==> src/rtl/clcg_pkg.sv <==
// Shared definitions for the dual-CLCG sequencer: FSM state codes, datapath
// opcodes and the full-period configuration check.
package clcg_pkg;

    typedef logic [2:0] state_t;

    localparam state_t IDLE = 3'd0;
    localparam state_t XS   = 3'd1;
    localparam state_t XA   = 3'd2;
    localparam state_t YS   = 3'd3;
    localparam state_t YA   = 3'd4;
    localparam state_t CMP  = 3'd5;
    localparam state_t OUT  = 3'd6;

    typedef logic [1:0] op_t;

    localparam op_t OP_HOLD  = 2'd0;
    localparam op_t OP_SHIFT = 2'd1;
    localparam op_t OP_ADD   = 2'd2;

    // A multiplier 1+2^r reaches full period only when r >= 2.
    localparam int unsigned MIN_FULL_SHIFT = 2;

    // High when the configuration cannot give a full-period sequence.
    function automatic logic cfg_bad(
        input int unsigned ra,
        input int unsigned rb,
        input logic        b1_lsb,
        input logic        b2_lsb
    );
        return (ra < MIN_FULL_SHIFT) || (rb < MIN_FULL_SHIFT) || !b1_lsb || !b2_lsb;
    endfunction

endpackage

==> src/rtl/clcg_shift_add.sv <==
// Shared shifter and adder for both LCGs; sel picks the x or y operand set,
// and op decides whether the shifted value is captured into tmp.
module clcg_shift_add
    import clcg_pkg::*;
#(
    parameter int N  = 16,
    parameter int RW = 4
) (
    input  logic          clk,
    input  logic          rst,
    input  op_t           op,
    input  logic          sel,
    input  logic [N-1:0]  x,
    input  logic [N-1:0]  y,
    input  logic [N-1:0]  b1,
    input  logic [N-1:0]  b2,
    input  logic [RW-1:0] r1,
    input  logic [RW-1:0] r2,
    output logic [N-1:0]  sum
);

    logic [N-1:0]  operand;
    logic [N-1:0]  inc;
    logic [RW-1:0] amt;
    logic [N-1:0]  shifted;
    logic [N-1:0]  tmp;

    // Shift amounts at or beyond the word width push every bit out.
    always_comb begin
        operand = sel ? y  : x;
        inc     = sel ? b2 : b1;
        amt     = sel ? r2 : r1;
        if (32'(amt) >= N) begin
            shifted = '0;
        end else begin
            shifted = operand << amt;
        end
        sum = operand + tmp + inc;
    end

    // tmp is cleared once consumed so a stale product never leaks forward.
    always_ff @(posedge clk or posedge rst) begin
        if (rst) begin
            tmp <= '0;
        end else begin
            case (op)
                OP_SHIFT: tmp <= shifted;
                OP_ADD:   tmp <= '0;
                default:  tmp <= tmp;
            endcase
        end
    end

endmodule

==> src/rtl/dual_clcg_sequencer.sv <==
// Multi-cycle dual-CLCG controller: updates x then y through one shared
// shift/add unit and emits z = (x > y) over a valid/ready handshake.
module dual_clcg_sequencer
    import clcg_pkg::*;
#(
    parameter int N  = 16,
    parameter int RW = 4
) (
    input  logic          clk,
    input  logic          rst,
    input  logic          seed_load,
    input  logic [N-1:0]  x_seed,
    input  logic [N-1:0]  y_seed,
    input  logic [N-1:0]  b1,
    input  logic [N-1:0]  b2,
    input  logic [RW-1:0] r1,
    input  logic [RW-1:0] r2,
    input  logic          start,
    input  logic          out_ready,
    output logic          out_valid,
    output logic          out_bit,
    output logic          busy,
    output logic          cfg_err,
    output logic [N-1:0]  x_state,
    output logic [N-1:0]  y_state
);

    state_t        state;
    logic [N-1:0]  x;
    logic [N-1:0]  y;
    logic [N-1:0]  b1_q;
    logic [N-1:0]  b2_q;
    logic [RW-1:0] r1_q;
    logic [RW-1:0] r2_q;
    logic [N-1:0]  sum;
    op_t           op;
    logic          sel;

    always_comb begin
        op  = OP_HOLD;
        sel = 1'b0;
        case (state)
            XS: op = OP_SHIFT;
            XA: op = OP_ADD;
            YS: begin
                op  = OP_SHIFT;
                sel = 1'b1;
            end
            YA: begin
                op  = OP_ADD;
                sel = 1'b1;
            end
            default: ;
        endcase
    end

    clcg_shift_add #(
        .N  (N),
        .RW (RW)
    ) u_shift_add (
        .clk (clk),
        .rst (rst),
        .op  (op),
        .sel (sel),
        .x   (x),
        .y   (y),
        .b1  (b1_q),
        .b2  (b2_q),
        .r1  (r1_q),
        .r2  (r2_q),
        .sum (sum)
    );

    // Loading takes priority over start in IDLE and is ignored elsewhere.
    always_ff @(posedge clk or posedge rst) begin
        if (rst) begin
            state     <= IDLE;
            x         <= '0;
            y         <= '0;
            b1_q      <= '0;
            b2_q      <= '0;
            r1_q      <= '0;
            r2_q      <= '0;
            out_valid <= 1'b0;
            out_bit   <= 1'b0;
            cfg_err   <= 1'b0;
        end else begin
            case (state)
                IDLE: begin
                    if (seed_load) begin
                        x       <= x_seed;
                        y       <= y_seed;
                        b1_q    <= b1;
                        b2_q    <= b2;
                        r1_q    <= r1;
                        r2_q    <= r2;
                        cfg_err <= cfg_bad(32'(r1), 32'(r2), b1[0], b2[0]);
                    end else if (start) begin
                        state <= XS;
                    end
                end
                XS: state <= XA;
                XA: begin
                    x     <= sum;
                    state <= YS;
                end
                YS: state <= YA;
                YA: begin
                    y     <= sum;
                    state <= CMP;
                end
                CMP: begin
                    out_bit   <= (x > y);
                    out_valid <= 1'b1;
                    state     <= OUT;
                end
                OUT: begin
                    if (out_ready) begin
                        out_valid <= 1'b0;
                        state     <= start ? XS : IDLE;
                    end
                end
                default: state <= IDLE;
            endcase
        end
    end

    assign busy    = (state != IDLE);
    assign x_state = x;
    assign y_state = y;

endmodule

==> config.mk <==
export PLATFORM = sky130hd
export DESIGN_NAME = dual_clcg_sequencer
export DESIGN_NICKNAME = d
export VERILOG_FILES = /design/src/rtl/clcg_pkg.sv /design/src/rtl/clcg_shift_add.sv /design/src/rtl/dual_clcg_sequencer.sv
export SDC_FILE = /design/constraint.sdc
export NUM_CORES = 1
export LEC_CHECK = 0
export CORE_MARGIN = 2
export CORE_UTILIZATION = 40
export CTS_CLUSTER_DIAMETER = 80
export DETAILED_ROUTE_END_ITERATION = 8
export HOLD_SLACK_MARGIN = 0.05
export PLACE_DENSITY = 0.66
export SYNTH_ARGS = -nofsm -noshare
export SYNTH_HDL_FRONTEND = slang
export SYNTH_HIERARCHICAL = 1
export SYNTH_SLANG_ARGS = --single-unit
export TNS_END_PERCENT = 10
==> constraint.sdc <==
create_clock -name clk -period 4.4 [get_ports clk]
set_input_delay 0.88 -clock clk [delete_from_list [all_inputs] [get_ports clk]]
set_output_delay 0.88 -clock clk [all_outputs]
set_load 0.05 [all_outputs]
=== Word-level counts from Yosys, hierarchy flattened ===
Cells that the tools add are included.

* Shift operators: 1
* $add $sub $neg: 2
* Reduce and logical (&&, ||, !) cells: 19
* Mux-type cells: 17
* Magnitude comparators: 3
* Equal/unequal tests: 12

{| class="wikitable"
|+ Operators by type and width
! operator !! number
|-
| 16-bit case mux with 2 select lines || 3
|-
| 16-bit two-way mux || 4
|-
| 16-bit adder || 2
|-
| 3-bit case mux with 7 select lines || 1
|-
| 16-bit > comparator || 1
|-
| 16-bit by 4-bit left shift with 16-bit output || 1
|-
| 3-bit == test, second input constant || 3
|-
| 3-bit two-way mux || 3
|-
| 4-bit by 2-bit < comparator with 1-bit output, second input constant || 2
|-
| 2-bit inequality test, second input constant || 4
|-
| 2-bit AND reduction || 4
|-
| 2-bit nonzero test || 4
|-
| 3-bit by 2-bit == test with 1-bit output, second input constant || 2
|-
| 2-bit OR reduction || 3
|-
| 4-bit two-way mux || 1
|-
| 2-bit case mux with 2 select lines || 1
|-
| 3-bit by 1-bit == test with 1-bit output, second input constant || 1
|-
| 3-bit logical NOT || 1
|-
| 1-bit logical OR || 3
|-
| 1-bit two-way mux || 3
|-
| 3-bit AND reduction || 1
|-
| 3-bit nonzero test || 1
|-
| 2-bit by 1-bit == test with 1-bit output, second input constant || 1
|-
| 2-bit == test, second input constant || 1
|-
| 2 further kinds || 3
|}

* Logic and storage cells: 65
* Register bits: 94
* Input port bits: 77
* Output and inout bits: 36

=== Logic depth before layout (Yosys ltp) ===
* Depth after elaboration: 7
* Gate-level depth with buffers: 23
* Mapped depth without buffers: 18

=== Modules after synthesis ===
The synthesis kept the hierarchy.

{| class="wikitable"
|+ By module, submodules not included
! module !! cells an instance !! times used !! area an instance (um^2) !! seq. area each (um^2)
|-
| dual_clcg_sequencer || 307 || 1 || 3657.3 || 1951.9
|-
| clcg_shift_add || 280 || 1 || 2603.7 || 400.4
|}

=== Least setup slack after synthesis ===
OpenSTA, ideal clock, no wires.

* Path kind: flip-flop to flip-flop
* From: register state[1]
* To: register y[14] (netlist: y_state[14])
* Clock period less this slack: 4.649 ns
* Path buffers: 6
* Required time: 4.274 ns
* Cell stages (with the launch flop): 19
* Slack: -0.249 ns
* Library setup time: 0.126 ns
* Arrival time: 4.523 ns
* Cells stage by stage: dfrtp_1 > buf_2 > nor3b_4 > clkbuf_1 > nand2b_1 > buf_6 > buf_6 > buf_4 > buf_2 > mux2_2 > fa_1 > ha_1 > o21ai_0 > nor2_1 > a21oi_1 > o21ai_0 > a31oi_1 > xnor2_1 > a221o_1

* Word-level cells in the longest chain between the ends: 7
* Elaborated cells on any way between the ends: 13
* Those cells by class: add/sub (2); eq/ne (3); mux (4); reduce/logical (4)

{| class="wikitable"
|+ Ends and longest elaborated chain
! what !! line !! RTL
|-
| start, declared || dual_clcg_sequencer.sv:28 || <nowiki>state_t state;</nowiki>
|-
| start signal, assigned || dual_clcg_sequencer.sv:120 || <nowiki>state <= start ? XS : IDLE;</nowiki>
|-
| 3-bit == test or 3-bit by 2-bit == test with 1-bit output (tied branches) || dual_clcg_sequencer.sv:42 || <nowiki>case (state)</nowiki>
|-
| 2-bit OR reduction (no line) * || -- ||
|-
| 1-bit two-way mux * || dual_clcg_sequencer.sv:42 ||
|-
| named net sel || dual_clcg_sequencer.sv:37 || <nowiki>logic sel;</nowiki>
|-
| 16-bit two-way mux || clcg_shift_add.sv:30 || <nowiki>operand = sel ? y : x;</nowiki>
|-
| 16-bit adder || clcg_shift_add.sv:38 || <nowiki>sum = operand + tmp + inc;</nowiki>
|-
| 16-bit adder * || clcg_shift_add.sv:38 ||
|-
| named net sum[14] || dual_clcg_sequencer.sv:35 || <nowiki>logic [N-1:0] sum;</nowiki>
|-
| 16-bit case mux with 2 select lines * || dual_clcg_sequencer.sv:88 || <nowiki>case (state)</nowiki>
|-
| end signal, assigned || dual_clcg_sequencer.sv:92 || <nowiki>y <= y_seed;</nowiki>
|-
| end signal, assigned || dual_clcg_sequencer.sv:109 || <nowiki>y <= sum;</nowiki>
|-
| end, declared || dual_clcg_sequencer.sv:30 || <nowiki>logic [N-1:0] y;</nowiki>
|}

The timed path passes the listed nets; every way through them passes the cells marked *.
A chain may end at the register's enable or synchronous reset.

=== Worst setup path after layout ===
* From: register state[0]
* To: register y[15] (netlist: y_state[15])

Same word-level chain as after synthesis.

==> impl_metrics.yaml <==
outcome:
  outcome: "finished clean"
global_route:
  grt_max_degree: 52
  grt_pass1_vias: 4909
  antenna_found_initial: 0
  grt-ovfl-total: 0
  grt_pass1_wl_mm: 25.69
  track_usage_pct: 19.94
sta:
  hold_violations: 0
  clock_skew_ns: 0.01023
  fin_crit_ns: 4.114
  maxSlewViolCount: 0
  fmax_mhz: 243.1
  postLayoutSetupSlackWorst_ns: 0.2858
  worst_pin_slew_ns: 0.8514
  min_period_over_period_pct: 93.50
  finalSetupViolations: 0
  rsz0062_at_grt: "yes"
  slew-limit-headroom_pct: 42.11
critical_path:
  reg2reg_from: "state[0]"
  path_class: "reg -> reg"
  critPathMaxFanout: 10
  cp-endpoint: "y_state[15]"
  reg2reg_setup_slack_ns: 0.29
  crit_start: "state[0]"
  crit_arrival_ns: 4.35
  reg2reg_to: "y_state[15]"
  end_kind: "flip-flop"
  required_ns: 4.64
  cp-start-kind: "flip-flop"
  r2r.worst_path.cells: 16
clock_tree:
  clkTransAtPathRegs_ns: 0.07
  htreeDepth: 3
  hold_buffers: 0
  cts_root_buffer: "clkbuf_16"
  cts_sinks: 94
  clock_latency_ns: 0.35
  cts_buffers: 9
  cts_buffer_depth: 2
  cts_tree: "done"
routing:
  wire_per_inst_um: 17.75
  post-route-drc-count: 0
  avgViaCountPerCell: 5.366
  vias: 4878
  routed_wl_mm: 16.13
  drt_iter0_drc: 292
  drtAntennaViolNets: 0
  drtPass1Iterations: 5
logic_synthesis:
  syn_nets: 711
  syn_area_per_cell_sq_um: 10.67
  yosysUniqueCellTypes: 49
  synth.top_cells.by_area: "dfrtp_1, mux2_2, mux2i_1, ha_1, fa_1"
  synth_warnings: 6
  ys.flop_type: "dfrtp_1"
  syn_inst: 587
  synth_seq_area_share_pct: 37.57
  ys_ff_latch: 94
  synth_edf_count: 0
  yosys.area.top_type_share_pct: 37.57
  synth.most_common_cell: "dfrtp_1"
  async_flop_share_pct: 100.0
  synth_area_leader_cell: "dfrtp_1"
  synth_area_sq_um: 6261
  synth.top_cells.by_count: "dfrtp_1, mux2_2, mux2i_1, nand2_1, inv_1"
floorplan:
  die_y_um: 129.1
  start_util_pct: 41.03
  num_rows: 45
  io_pins: 113
  core_area_sq_um: 15260
  dieArea_sq_um: 16670
  die_x_um: 129.1
cells_and_area:
  area_growth_pct: 26.62
  design_area_sq_um: 7928
  finish.utilization_pct: 51.96
  fin_nets: 818
  drive_above_1_share_pct: 15.47
  fin_cells: 909
  antenna_cells: 0
placed_design:
  pre_cts_ws_ns: 0.2301
  post-dp-hpwl_mm: 12.71
  placed_cell_area_sq_um: 7600
  place.gp.congestion: 0.9429
  numPortBuffers: 112
  dp_cells: 894
flow_run:
  maxCapViolations: 0
hold_path:
  hp-class: "reg -> reg"
  min_from: "b2_q[7]"
## layout make-up
cell class / count / area, sq um
timing repair buffer: 126 / 1264
tap: 211 / 264.0
fill: 1399 / 7331
sequential: 94 / 2354
inverter: 38 / 142.6
clock inverter: 5 / 83.83
clock buffer: 10 / 239.0
multi-input combinational: 425 / 3581
## flip-flops by register name, indices dropped and copies added, names as in the netlist
signal and flops:
b1_q 16, b2_q 16, u_shift_add/tmp 16, x_state 16, y_state 16, r1_q 4, r2_q 4, state 3
cfg_err 1, out_bit 1, out_valid 1
## cells by family after synthesis
kind of cell,share of synthesized area (%)
DFF,37.57
and+or+nand+nor,8.873
AOI/OAI and AO/OA,12.75
muxes,21.84
buffers and inverters,5.556
adders and majority gates,11.31
xor gates and xnor gates,2.098
## worst min-delay path by stage
stage | depth (start not counted) | endpoint | slack [ns]
2_1_floorplan | 1 | b2_q[10] | 0.47
3_3_place_gp | 1 | b2_q[10] | 0.49
3_5_place_dp | 1 | b1_q[11] | 0.50
4_1_cts | 1 | b1_q[13] | 0.51
5_1_grt | 1 | b2_q[7] | 0.53
6_report | 1 | b2_q[7] | 0.50
## metrics by stage
stage	hold WS (ns)	TNS [ns]
2_1_floorplan	0.4749	0
3_3_place_gp	0.4880	0
3_5_place_dp	0.4969	0
4_1_cts	0.5119	0
5_1_grt	0.5289	-0.02080
6_report	0.5042	0
## critical path, stage by stage (launching register included)
cell	delay, ns
dfrtp_2	0.49
inv_1	0.10
nor2_1	0.13
nand2_1	0.10
nand2b_2	0.24
mux2_2	0.38
fa_1	0.49
ha_1	0.19
inv_1	0.06
fa_1	0.40
nor2b_1	0.16
o31a_1	0.22
nor3_2	0.08
o21bai_1	0.26
o221ai_1	0.20
xnor2_1	0.17
a221o_1	0.32
## per-layer routing
metal  vias up  track usage (%)  wire length, um
met5         -                0                0
met4         0            6.586              356
met3        24            3.344              650
met2       124            35.08             8344
met1      2398            24.95             6782
li1       2332                -                -
## placed cells by master (no fill, tap or decap), types with 16 or more instances in the layout
cell,Yosys,routed
fa_1,16,16
o21ai_0,36,35
nor2_1,23,23
inv_1,38,37
nand2_1,44,44
dfrtp_1,94,93
nor3_1,21,21
mux2i_1,56,55
clkdlybuf4s50_1,0,112
a21oi_1,25,25
a221o_1,16,16
mux2_2,66,66
ha_1,31,31
## repair_timing
action / in CTS / in global routing
setup endpoints to repair: 0 / 6
resized for setup: 0 / 2
setup buffers: 0 / 0
Power is left out: the tool's default activity adds up to more than one toggle a clock period on the data nets, which glitch-free logic cannot reach.
==> RTL change 1 (config.mk and constraints unchanged) <==
`N` is set to 16 in 2 places; all go to 8.
--- a/src/rtl/clcg_shift_add.sv
+++ b/src/rtl/clcg_shift_add.sv
@@ -3,7 +3,7 @@
 module clcg_shift_add
     import clcg_pkg::*;
 #(
-    parameter int N  = 16,
+    parameter int N  = 8,
     parameter int RW = 4
 ) (
     input  logic          clk,
--- a/src/rtl/dual_clcg_sequencer.sv
+++ b/src/rtl/dual_clcg_sequencer.sv
@@ -3,7 +3,7 @@
 module dual_clcg_sequencer
     import clcg_pkg::*;
 #(
-    parameter int N  = 16,
+    parameter int N  = 8,
     parameter int RW = 4
 ) (
     input  logic          clk,
Interface: changed (6 resized); port bits go from 113 to 65. No check against the original RTL was run, so the function may have changed too.
==> RTL change 1 against the unedited design <==
- design area shrank 47%
- synthesized area shrank 46%
- wire length shrank 54%
- worst setup slack gained 0.33 ns
- sequential cell count shrank 40
Power is not shown: default switching activity piles up to over one toggle a cycle in this logic, so the estimate is an artifact.
==> RTL change 1: results (changes against the unedited design) <==
Outcome
Outcome: complete, no violations (unchanged).

Hold path
The startpoint of the most critical hold path is u_shift_add/tmp[0]$_DFFE_PP0P_ (was b2_q[7]$_DFFE_PP0P_).

Clock network
The number of buffers created by CTS is 5 (was 9). The clock latency on the worst-skew pair came to 0.31 ns (was 0.35 ns). The number of H-tree branching levels is 2 (was 3). The cell chosen for the clock root is sky130_fd_sc_hd__clkbuf_8 (was sky130_fd_sc_hd__clkbuf_16). The clock transition at the registers of the reported paths is 0.10 ns (was 0.07 ns).

Logic synthesis
The sequential area share after synthesis is 40.3% (was 37.6%). The area share of fa/ha/maj cells after synthesis is 10.4% (was 11.3%). Top post-synthesis cells by area: sky130_fd_sc_hd__dfrtp_1 40%, sky130_fd_sc_hd__mux2_2 10%, sky130_fd_sc_hd__ha_1 5.6% (was sky130_fd_sc_hd__dfrtp_1 38%, sky130_fd_sc_hd__mux2_2 12%, sky130_fd_sc_hd__mux2i_1 9.0%).

Top post-synthesis cells by count: 54 x sky130_fd_sc_hd__dfrtp_1, 30 x sky130_fd_sc_hd__mux2_2, 29 x sky130_fd_sc_hd__nand2_1, 25 x sky130_fd_sc_hd__inv_1 (was 94 x sky130_fd_sc_hd__dfrtp_1, 66 x sky130_fd_sc_hd__mux2_2, 56 x sky130_fd_sc_hd__mux2i_1, 44 x sky130_fd_sc_hd__nand2_1, 38 x sky130_fd_sc_hd__inv_1). The share of the synthesized netlist area taken by xor and xnor gates is 2.09% (was 2.10%). The net count of the mapped netlist was 376 (was 711). The fraction of the mapped netlist area in compound gates is 12.2% (was 12.7%).

Timing
The transition at the pin with the smallest max-transition slack is 0.816 ns (was 0.851 ns). The clock skew is 0.0116 ns (was 0.0102 ns).

Finish
The total of plain and repair buffers excluding clock buffers came to 71 (was 126). The share of final layout cell area taken by clock buffers and inverters was 2.63% (was 4.07%). The clock buffer instance count of the final layout came to 6 (was 10). The portion of the layout cell area used by non-clock buffers is 16.6% (was 15.9%). The sequential share of cell area is 32.3% (was 29.7%).

The final-stage net count came to 438 (was 818).

Critical path
The library cell contributing the largest single delay on the critical path was sky130_fd_sc_hd__fa_1 (was sky130_fd_sc_hd__dfrtp_2). The slack of the worst reg-to-reg path was 0.61 ns (was 0.29 ns). The depth of the most critical reg-to-reg path was 15 (was 16).

Placed design
The count of input and output buffers is 64 (was 112). The final RePlAce weighted congestion is 0.904 (was 0.943).

GRT
The via count of the first global-routing pass is 2495 (was 4909). The routing usage on met1 is 22.3% (was 25.0%). The global-route track usage on met3 came to 3.00% (was 3.34%).

Route
The iteration count of the initial detailed-routing pass is 4 (was 5). The average via count per standard cell is 5.21 (was 5.37).
## RTL change 1: changes by cell type in the layout (fill, tap and decap cells not counted), moves of 16 or more
cell and change:
sky130_fd_sc_hd__o21ai_0 -28, sky130_fd_sc_hd__ha_1 -16, sky130_fd_sc_hd__mux2_2 -36, sky130_fd_sc_hd__clkdlybuf4s50_1 -48, sky130_fd_sc_hd__dfrtp_1 -39, sky130_fd_sc_hd__mux2i_1 -40
## RTL change 1: routing by layer
metal	part of all wire [%]	wire [microns]
met2	50	3710
met5	0	0
met4	0.40	30
met3	4.2	310
met1	45	3380
## RTL change 1: metrics by stage
stage	hold slack, ns	utilization [%]	cells	setup WS (ns)	instance area (sq um)
floorplan	0.463	-	308	0.449	3360
global route	0.529	51.1	476	0.345	4180
finish	0.507	51.1	476	0.613	4180
global placement	0.477	49.8	468	0.734	4070
detailed placement	0.489	49.8	468	0.644	4070
CTS	0.513	51.1	476	0.611	4180
==> RTL change 2 (same flow settings) <==
Without the edit above. Register the output `cfg_err` once more, with the module's reset; this adds one clock of latency there. The other outputs are not delayed to match.
--- a/src/rtl/dual_clcg_sequencer.sv
+++ b/src/rtl/dual_clcg_sequencer.sv
@@ -24,6 +24,8 @@
     output logic [N-1:0]  x_state,
     output logic [N-1:0]  y_state
 );
+
+    logic cfg_err_s0;
 
     state_t        state;
     logic [N-1:0]  x;
@@ -83,7 +85,7 @@
             r2_q      <= '0;
             out_valid <= 1'b0;
             out_bit   <= 1'b0;
-            cfg_err   <= 1'b0;
+            cfg_err_s0 <= 1'b0;
         end else begin
             case (state)
                 IDLE: begin
@@ -94,7 +96,7 @@
                         b2_q    <= b2;
                         r1_q    <= r1;
                         r2_q    <= r2;
-                        cfg_err <= cfg_bad(32'(r1), 32'(r2), b1[0], b2[0]);
+                        cfg_err_s0 <= cfg_bad(32'(r1), 32'(r2), b1[0], b2[0]);
                     end else if (start) begin
                         state <= XS;
                     end
@@ -129,5 +131,13 @@
     assign x_state = x;
     assign y_state = y;
 
+    always_ff @(posedge clk or posedge rst) begin
+        if (rst) begin
+            cfg_err <= '0;
+        end else begin
+            cfg_err <= cfg_err_s0;
+        end
+    end
+
 endmodule
 
Check against the original RTL: not equivalent (Yosys sat finds a counterexample within 4 cycles, from zero or initial values and one cycle with rst high).
==> RTL change 2 against the unedited design <==
- clock skew down 0.0014 ns
- synthesized area is 0.40% higher
- sequential cell count grew 1
- design area is 0.38% lower
- critical endpoint is now y_state[13]$_DFFE_PP0P_
- worst setup slack better by 0.023 ns
- wire length rose by 0.76%
- largest cell class unchanged
Power is not shown: default switching activity piles up to over one toggle a cycle in this logic, so the estimate is an artifact.
==> RTL change 2: results (changes against the unedited design) <==
Logic synthesis
The share of the synthesized netlist area taken by xor and xnor gates is 2.09% (was 2.10%). The sequential area share after synthesis is 37.8% (was 37.6%).

Finish
The share of final layout cell area taken by clock buffers and inverters is 3.58% (was 4.07%). The synthesis-to-finish area growth came to 25.6% (was 26.6%). The ratio of cells with drive above 1 in the final layout is 15.6% (was 15.5%).

The fraction of standard cell area in multi-input logic came to 45.5% (was 45.2%). The layout filler cell count is 1389 (was 1399).

Route
The detailed-routed wire length on met2 is 8430 microns (was 8340 microns). The DRC violation total after the first TritonRoute iteration is 370 (was 292). The wire length on met3 is 696 microns (was 650 microns). The routed wire length per instance is 17.9 microns (was 17.7 microns). The routed metal-1 wirelength is 6850 microns (was 6780 microns).

Placed design
The worst setup timing slack at the placement stage is 0.123 ns (was 0.230 ns). The detailed placement HPWL was 12500 microns (was 12700 microns).

Critical path
The depth of the most critical reg-to-reg path is 15 (was 16). The slack of the worst reg-to-reg path was 0.31 ns (was 0.29 ns). The destination of the worst register-to-register timing path was y_state[13]$_DFFE_PP0P_ (was y_state[15]$_DFFE_PP0P_). The critical path data arrival time came to 4.33 ns (was 4.35 ns).

Timing
The fmax came to 0.244 GHz (was 0.243 GHz). The hold slack is 0.383 ns (was 0.504 ns).

GRT
The global-route track usage on met3 is 3.88% (was 3.34%). The met2 usage is 36.1% (was 35.1%). The via count of the first global-routing pass is 5127 (was 4909).

Outcome
Outcome: complete, no violations (unchanged).

Hold path
The sink of the worst hold path was cfg_err$_DFF_PP0_ (was b2_q[7]$_DFFE_PP0P_).
RTL change 2: worst max-delay path, stage by stage, from the launching register on:
cell                       delay [ns]
sky130_fd_sc_hd__dfrtp_2         0.49
sky130_fd_sc_hd__inv_1           0.10
sky130_fd_sc_hd__nor2_1          0.15
sky130_fd_sc_hd__nand2_1         0.13
sky130_fd_sc_hd__nand2b_4        0.20
sky130_fd_sc_hd__buf_12          0.21
sky130_fd_sc_hd__mux2_2          0.40
sky130_fd_sc_hd__fa_1            0.46
sky130_fd_sc_hd__ha_1            0.35
sky130_fd_sc_hd__o21a_1          0.19
sky130_fd_sc_hd__o31a_1          0.14
sky130_fd_sc_hd__nor3_2          0.22
sky130_fd_sc_hd__o21bai_2        0.12
sky130_fd_sc_hd__o41ai_1         0.33
sky130_fd_sc_hd__xnor2_1         0.15
sky130_fd_sc_hd__a221o_1         0.32
